[config.mk]
export PLATFORM = sky130hd
export DESIGN_NAME = ibex_mem_arb
export DESIGN_NICKNAME = d
export VERILOG_FILES = /design/src/rtl/ibex_mem_arb.sv
export SDC_FILE = /design/constraint.sdc
export NUM_CORES = 1
export LEC_CHECK = 0
export CAP_MARGIN = 20
export CORE_AREA = 4 4 106 108
export DETAILED_ROUTE_END_ITERATION = 7
export DIE_AREA = 0 0 110 112
export PLACE_DENSITY_LB_ADDON = 0.1
export SLEW_MARGIN = 20
export SYNTH_ARGS = -nofsm -noshare
export SYNTH_HDL_FRONTEND = slang
export SYNTH_SLANG_ARGS = --single-unit
[constraint.sdc]
create_clock -name clk_i -period 2.6 [get_ports clk_i]
set_clock_uncertainty 0.1 [all_clocks]
set_input_delay 0.39 -clock clk_i [delete_from_list [all_inputs] [get_ports clk_i]]
set_output_delay 0.39 -clock clk_i [all_outputs]
set_load 0.1 [all_outputs]
[src/rtl/ibex_mem_arb.sv]
// rtl/ibex_mem_arb.sv - arbitrates Ibex fetch and data ports onto one req/gnt/rvalid memory port
// Optional grant/stall counters are built when USER_ARB_PERF_EN is defined.
module ibex_mem_arb #(
  parameter int MaxOutstanding = 2,
  parameter int AddrWidth      = 32,
  parameter int DataWidth      = 32
) (
  input  logic                   clk_i,
  input  logic                   rst_i,
  input  logic                   instr_req_i,
  input  logic [AddrWidth-1:0]   instr_addr_i,
  output logic                   instr_gnt_o,
  output logic                   instr_rvalid_o,
  output logic [DataWidth-1:0]   instr_rdata_o,
  output logic                   instr_err_o,
  input  logic                   data_req_i,
  input  logic                   data_we_i,
  input  logic [DataWidth/8-1:0] data_be_i,
  input  logic [AddrWidth-1:0]   data_addr_i,
  input  logic [DataWidth-1:0]   data_wdata_i,
  output logic                   data_gnt_o,
  output logic                   data_rvalid_o,
  output logic [DataWidth-1:0]   data_rdata_o,
  output logic                   data_err_o,
  output logic                   mem_req_o,
  output logic                   mem_we_o,
  output logic [DataWidth/8-1:0] mem_be_o,
  output logic [AddrWidth-1:0]   mem_addr_o,
  output logic [DataWidth-1:0]   mem_wdata_o,
  input  logic                   mem_gnt_i,
  input  logic                   mem_rvalid_i,
  input  logic [DataWidth-1:0]   mem_rdata_i,
  input  logic                   mem_err_i,
`ifdef USER_ARB_PERF_EN
  output logic [31:0]            instr_gnt_cnt_o,
  output logic [31:0]            data_gnt_cnt_o,
  output logic [31:0]            stall_cnt_o,
`endif
  output logic                   spurious_rsp_o
);

  localparam int PtrW = (MaxOutstanding > 1) ? $clog2(MaxOutstanding) : 1;
  localparam int CntW = $clog2(MaxOutstanding + 1);
  localparam logic [PtrW-1:0] LastPtr = PtrW'(MaxOutstanding - 1);
  localparam logic [CntW-1:0] MaxCnt  = CntW'(MaxOutstanding);

  typedef enum logic {SRC_INSTR = 1'b0, SRC_DATA = 1'b1} src_e;

  logic [MaxOutstanding-1:0] fifo_q, fifo_d;
  logic [PtrW-1:0]           wptr_q, wptr_d, rptr_q, rptr_d;
  logic [CntW-1:0]           count_q, count_d;
  logic                      lock_q, lock_d;
  src_e                      lock_src_q, lock_src_d, last_src_q, last_src_d;
  logic                      spur_q, spur_d;

  src_e sel, head;
  logic any_req, full, empty, req, hs, pop;

  always_comb begin
    sel = SRC_INSTR;
    if (lock_q) begin
      sel = lock_src_q;
    end else if (instr_req_i && data_req_i) begin
      sel = (last_src_q == SRC_DATA) ? SRC_INSTR : SRC_DATA;
    end else if (data_req_i) begin
      sel = SRC_DATA;
    end
  end

  // full is taken from the registered count so a same-cycle rvalid cannot reopen the request
  assign any_req = instr_req_i | data_req_i;
  assign full    = (count_q == MaxCnt);
  assign empty   = (count_q == '0);
  assign req     = any_req & ~full & ~rst_i;
  assign hs      = req & mem_gnt_i;
  assign pop     = mem_rvalid_i & ~empty & ~rst_i;
  assign head    = src_e'(fifo_q[rptr_q]);

  always_comb begin
    mem_req_o      = 1'b0;
    mem_we_o       = 1'b0;
    mem_be_o       = '0;
    mem_addr_o     = '0;
    mem_wdata_o    = '0;
    instr_gnt_o    = 1'b0;
    data_gnt_o     = 1'b0;
    instr_rvalid_o = 1'b0;
    instr_rdata_o  = '0;
    instr_err_o    = 1'b0;
    data_rvalid_o  = 1'b0;
    data_rdata_o   = '0;
    data_err_o     = 1'b0;
    if (!rst_i) begin
      mem_req_o = req;
      if (sel == SRC_DATA) begin
        mem_we_o    = data_we_i;
        mem_be_o    = data_be_i;
        mem_addr_o  = data_addr_i;
        mem_wdata_o = data_wdata_i;
        data_gnt_o  = hs;
      end else begin
        mem_be_o    = '1;
        mem_addr_o  = instr_addr_i;
        instr_gnt_o = hs;
      end
      if (pop && head == SRC_DATA) begin
        data_rvalid_o = 1'b1;
        data_rdata_o  = mem_rdata_i;
        data_err_o    = mem_err_i;
      end else if (pop) begin
        instr_rvalid_o = 1'b1;
        instr_rdata_o  = mem_rdata_i;
        instr_err_o    = mem_err_i;
      end
    end
  end

  always_comb begin
    fifo_d     = fifo_q;
    wptr_d     = wptr_q;
    rptr_d     = rptr_q;
    count_d    = count_q;
    lock_d     = lock_q;
    lock_src_d = lock_src_q;
    last_src_d = last_src_q;
    spur_d     = spur_q | (mem_rvalid_i & empty);
    if (hs) begin
      fifo_d[wptr_q] = sel;
      wptr_d         = (wptr_q == LastPtr) ? '0 : wptr_q + PtrW'(1);
      last_src_d     = sel;
      lock_d         = 1'b0;
    end else if (req) begin
      lock_d     = 1'b1;
      lock_src_d = sel;
    end
    if (pop) begin
      rptr_d = (rptr_q == LastPtr) ? '0 : rptr_q + PtrW'(1);
    end
    if (hs && !pop) begin
      count_d = count_q + CntW'(1);
    end else if (pop && !hs) begin
      count_d = count_q - CntW'(1);
    end
  end

  always_ff @(posedge clk_i) begin
    if (rst_i) begin
      fifo_q     <= '0;
      wptr_q     <= '0;
      rptr_q     <= '0;
      count_q    <= '0;
      lock_q     <= 1'b0;
      lock_src_q <= SRC_INSTR;
      last_src_q <= SRC_DATA;
      spur_q     <= 1'b0;
    end else begin
      fifo_q     <= fifo_d;
      wptr_q     <= wptr_d;
      rptr_q     <= rptr_d;
      count_q    <= count_d;
      lock_q     <= lock_d;
      lock_src_q <= lock_src_d;
      last_src_q <= last_src_d;
      spur_q     <= spur_d;
    end
  end

  assign spurious_rsp_o = spur_q & ~rst_i;

`ifdef USER_ARB_PERF_EN
  logic [31:0] instr_gnt_cnt_q, data_gnt_cnt_q, stall_cnt_q;

  always_ff @(posedge clk_i) begin
    if (rst_i) begin
      instr_gnt_cnt_q <= '0;
      data_gnt_cnt_q  <= '0;
      stall_cnt_q     <= '0;
    end else begin
      if (hs && sel == SRC_INSTR) instr_gnt_cnt_q <= instr_gnt_cnt_q + 32'd1;
      if (hs && sel == SRC_DATA)  data_gnt_cnt_q  <= data_gnt_cnt_q + 32'd1;
      if (any_req && !hs)         stall_cnt_q     <= stall_cnt_q + 32'd1;
    end
  end

  assign instr_gnt_cnt_o = rst_i ? 32'd0 : instr_gnt_cnt_q;
  assign data_gnt_cnt_o  = rst_i ? 32'd0 : data_gnt_cnt_q;
  assign stall_cnt_o     = rst_i ? 32'd0 : stall_cnt_q;
`endif

endmodule

==> results.md, run 1 <==
Clocking:
- The CTS sink count is 10.
- The TritonCTS clock tree is built.
- The tree is rooted in a clkbuf_8.
- Counting along the longest clock path gives a buffer depth of 2.
- The later pin in the worst-skew pair is clocked with a latency of 230 ps.
- The CTS H-tree depth is 1.
- After clock tree synthesis, the clock-pin slew on the worst setup and hold paths is approximately 50 ps.
- The number of buffers added to fix hold violations after cts is 0.
- The total clock buffers created by CTS is 3.

Setup path:
- In this run the worst path has a maximum fanout of 4.
- The required time at the endpoint of the critical path is 2110 ps.
- The critical path endpoint category is an output pin.
- The worst setup path category is primary input to output pin.
- The arrival time reported for the critical path endpoint is 2000 ps.
- STA classifies the critical path startpoint as a primary input.

Timing:
- The post-route fraction of the period consumed by the critical path is between 90% and 100%.
- The final-report hold violation count is 0.
- Setup repair after global routing could not meet its margin everywhere.
- Measured against its own limit, the worst slew margin works out to 55.4%.
- At the pin with the least slew margin, the transition time is between 600 and 700 ps.
- The worst hold slack after final layout is 384 ps.
- Setup slack closes at ~110 ps.
- In the final timing run, aggregate negative setup slack is 0 ps.
- Setup violations remaining at the end of the flow were counted as 0.
- The final count of pins violating max slew came to 0.
- Static timing analysis puts the maximum clock frequency at 401 MHz.
- The routed design could run at a clock period as short as approximately 2500 ps.

Min path:
- In this run the worst hold path is classified as register to register.

Placement:
- The post-place setup slack is 85.8 ps.
- The global placer's final weighted congestion is 0.813.
- The port buffer count is 280.
- The HPWL after detailed placement is 9960 µm.
- The placed instances occupy a cell area of 6240 µm².
- The post-placement cell count is 720.

Logic synthesis:
- The average instance area after synthesis is between 5 and 6 µm².
- The number of register bits inferred by synthesis is 10.
- The portion of the post-synthesis area used by sequential elements is 12.2%.
- The instance count of the mapped netlist is 317.
- Of the total synthesized cell area, the portion taken by AND, OR, NAND and NOR gates is 59.3%.
- The mapped netlist covers 1640 µm².
- In the synthesized netlist the async set-or-reset flop fraction comes to 0%.
- The number of distinct library cell variants in the gate-level netlist after synthesis is 30.
- The number of enable-type register cells in the synthesized netlist is 0.
- After Yosys synthesis, full adders, half adders and majority gates account for 0.763% of the synthesized area.
- The Yosys step of the flow raised 0 warnings.
- The complex-gate fraction of the synthesized area is 15.9%.
- In the synthesized netlist the dominant register cell turns out to be dfxtp_1.
- In the synthesized netlist, mux cells make up 1.30% of the area.
- By area, the combinational part of the netlist is dominated by simple AND/OR/NAND/NOR gates.
- Of the total synthesized cell area, the portion taken by XOR and XNOR cells is 2.14%.
- The net count of the mapped netlist is between 400 and 500.

Global routing:
- The overall track demand over capacity in global routing is ~18%.
- Global routing finished with a remaining overflow of 0.
- The largest net degree at the start of global routing is 36.
- The via count of the first global-routing pass was 3227.
- The initial antenna violation count is 0.
- The first-pass GRT wire length is around 18000 µm.

Power and ir drop:
- The combinational group share of total power is 82.5%.
- The proportion of power drawn by the clock network is around 8.6%.
- The part of the total power dissipated in sequential elements is 8.8%.
- The power dissipated by switching net loads is 1.21 mW.
- The leakage power is between 2 and 2.5 nW.
- The internal portion of total power is between 1 and 1.5 mW.
- The switching part of the total is 54.5%.
- The highest ir drop seen on vdd is 0.214 mV.
- The power density over cell area is between 300 and 400 nW/µm².
- The final total power is between 2 and 2.5 mW.

Run status:
- The flow ran to the end, and the final reports show no timing, DRC or antenna violations.

Cells and area:
- Summing all flip-flop and latch instances after layout gives approximately 200 µm².
- The filler-free cell count of the finished design is around 730.
- The fraction of final layout cells with drive strength greater than 1 is 40.1%.
- The number of fill cells is just under 900.
- The library cells used most frequently in the layout, excluding fill and tap cells, are buf_12 (144), clkdlybuf4s50_1 (138), nand2_1 (98).
- The library cell used most frequently in the layout, excluding fill and tap cells, is buf_12.
- The growth of design area from synthesis to finish is 285%.
- At the end of the flow the core is filled with cells to 61.7%.
- The area used by multi-input combinational logic is about 1500 µm².
- The antenna cell count is 0.
- The final cell area excluding filler cells is 6310 µm².
- The final net count is 731.

Route:
- The mean routed wirelength per cell is 16.0 µm.
- The first-pass iteration count of the detailed router is 4.
- The total length of routed wires is 11600 µm.
- For this run, design rule violations remaining after detail routing come to 0.
- The routed via count is 3054.
- The detail route stage leaves a number of antenna-violating nets equal to 0.
- For this block, the initial DRC count from the detailed router was ~160.
- The number of vias per cell after detailed routing is 4.21.

Floorplan:
- The floorplan step set the die height to 112 µm.
- The floorplan step defined a die boundary enclosing 12300 µm².
- For this configuration, the core starts out at a cell density of 16.0%.
- In this run the horizontal extent of the chip is 110 µm.
- After floorplanning, the core was sized to cover between 10000 and 15000 µm².
- The floorplan has 37 rows.
- During I/O placement, the number of pins put on the boundary was 281.

Job:
- The count of max-cap constraint violations is 0.
## worst max-delay path, cell delays in order
cell and delay, ps:
clkdlybuf4s50_1 470, nand2_1 90, a22oi_2 320, buf_4 170, buf_4 110, nand2_1 60, a21oi_2 180, buf_12 200
## kinds of logic (layout without fill, tap and decap cells)
family	after synthesis	in the layout
and+or+nand+nor	228	228
AOI/OAI and AO/OA	45	45
buffers and inverters	27	299
DFF	10	10
xor gates and xnor gates	4	4
muxes	2	2
adders and majority gates	1	1
## synthesized netlist by cell type, types with 2 or more instances
library cell / instances / area (µm²)
and2_1: 34 / 213
xor2_1: 3 / 26.3
a21oi_1: 37 / 185
nor3_1: 2 / 10.0
nor2_1: 86 / 323
nand2_1: 98 / 368
buf_4: 3 / 22.5
a311oi_1: 2 / 17.5
nor2_2: 2 / 12.5
buf_2: 10 / 50.1
clkbuf_1: 10 / 37.5
dfxtp_1: 10 / 200
nor2b_1: 3 / 18.8
## cell type report
cell class              instances  share of cell area, %
clock buffers                   4                  0.872
inverters                       2                  0.198
multi-input cells             280                   24.2
flip-flops and latches         10                   3.17
well taps                     136                   2.70
repair buffers                293                   68.9
## repair_timing
action,4_1_cts,5_1_grt
gates resized for setup,0,1
buffers inserted,0,1
setup endpoints to repair,0,3
## state kept, by name, indices dropped and copies added, names as in the netlist
| register | count |
|---|---|
| count_q | 2 |
| fifo_q | 2 |
| last_src_q | 1 |
| lock_q | 1 |
| lock_src_q | 1 |
| rptr_q | 1 |
| spur_q | 1 |
| wptr_q | 1 |
## layer usage
metal	routed length (µm)	track usage, %	vias up
li1	-	-	1530
met1	3920	18.6	1358
met2	6200	34.4	156
met3	1270	5.97	10
met4	174	3.24	0
met5	0	0	-
## power groups by stage
stage / logic [mW] / registers, mW / clock network [mW]
2_1_floorplan: 1.07 / 0.190 / 0
3_3_place_gp: 1.82 / 0.196 / 0
3_5_place_dp: 1.83 / 0.198 / 0
4_1_cts: 1.84 / 0.195 / 0.198
5_1_grt: 1.90 / 0.198 / 0.207
6_report: 1.83 / 0.195 / 0.191
## path summary, 6_finish.rpt
kind | from | endpoint | slack, ps | cells past startpoint
worst min-delay path | spur_q | spur_q | 380 | 2
worst max register to register | count_q[0] | count_q[1] | 600 | 7
worst min register to register | spur_q | spur_q | 380 | 2
worst max-delay path | instr_req_i | mem_addr_o[8] | 110 | 8
Power figures use the tool's default switching activity.
==> run 2: changes to the inputs <==
--- a/config.mk
+++ b/config.mk
@@ -5,7 +5,7 @@
 export SDC_FILE = /design/constraint.sdc
 export NUM_CORES = 1
 export LEC_CHECK = 0
-export CAP_MARGIN = 20
+export CAP_MARGIN = 0
 export CORE_AREA = 4 4 106 108
 export DETAILED_ROUTE_END_ITERATION = 7
 export DIE_AREA = 0 0 110 112
==> results of run 2 <==
No change in the layout: final DEF, timing and power equal those of run 1.
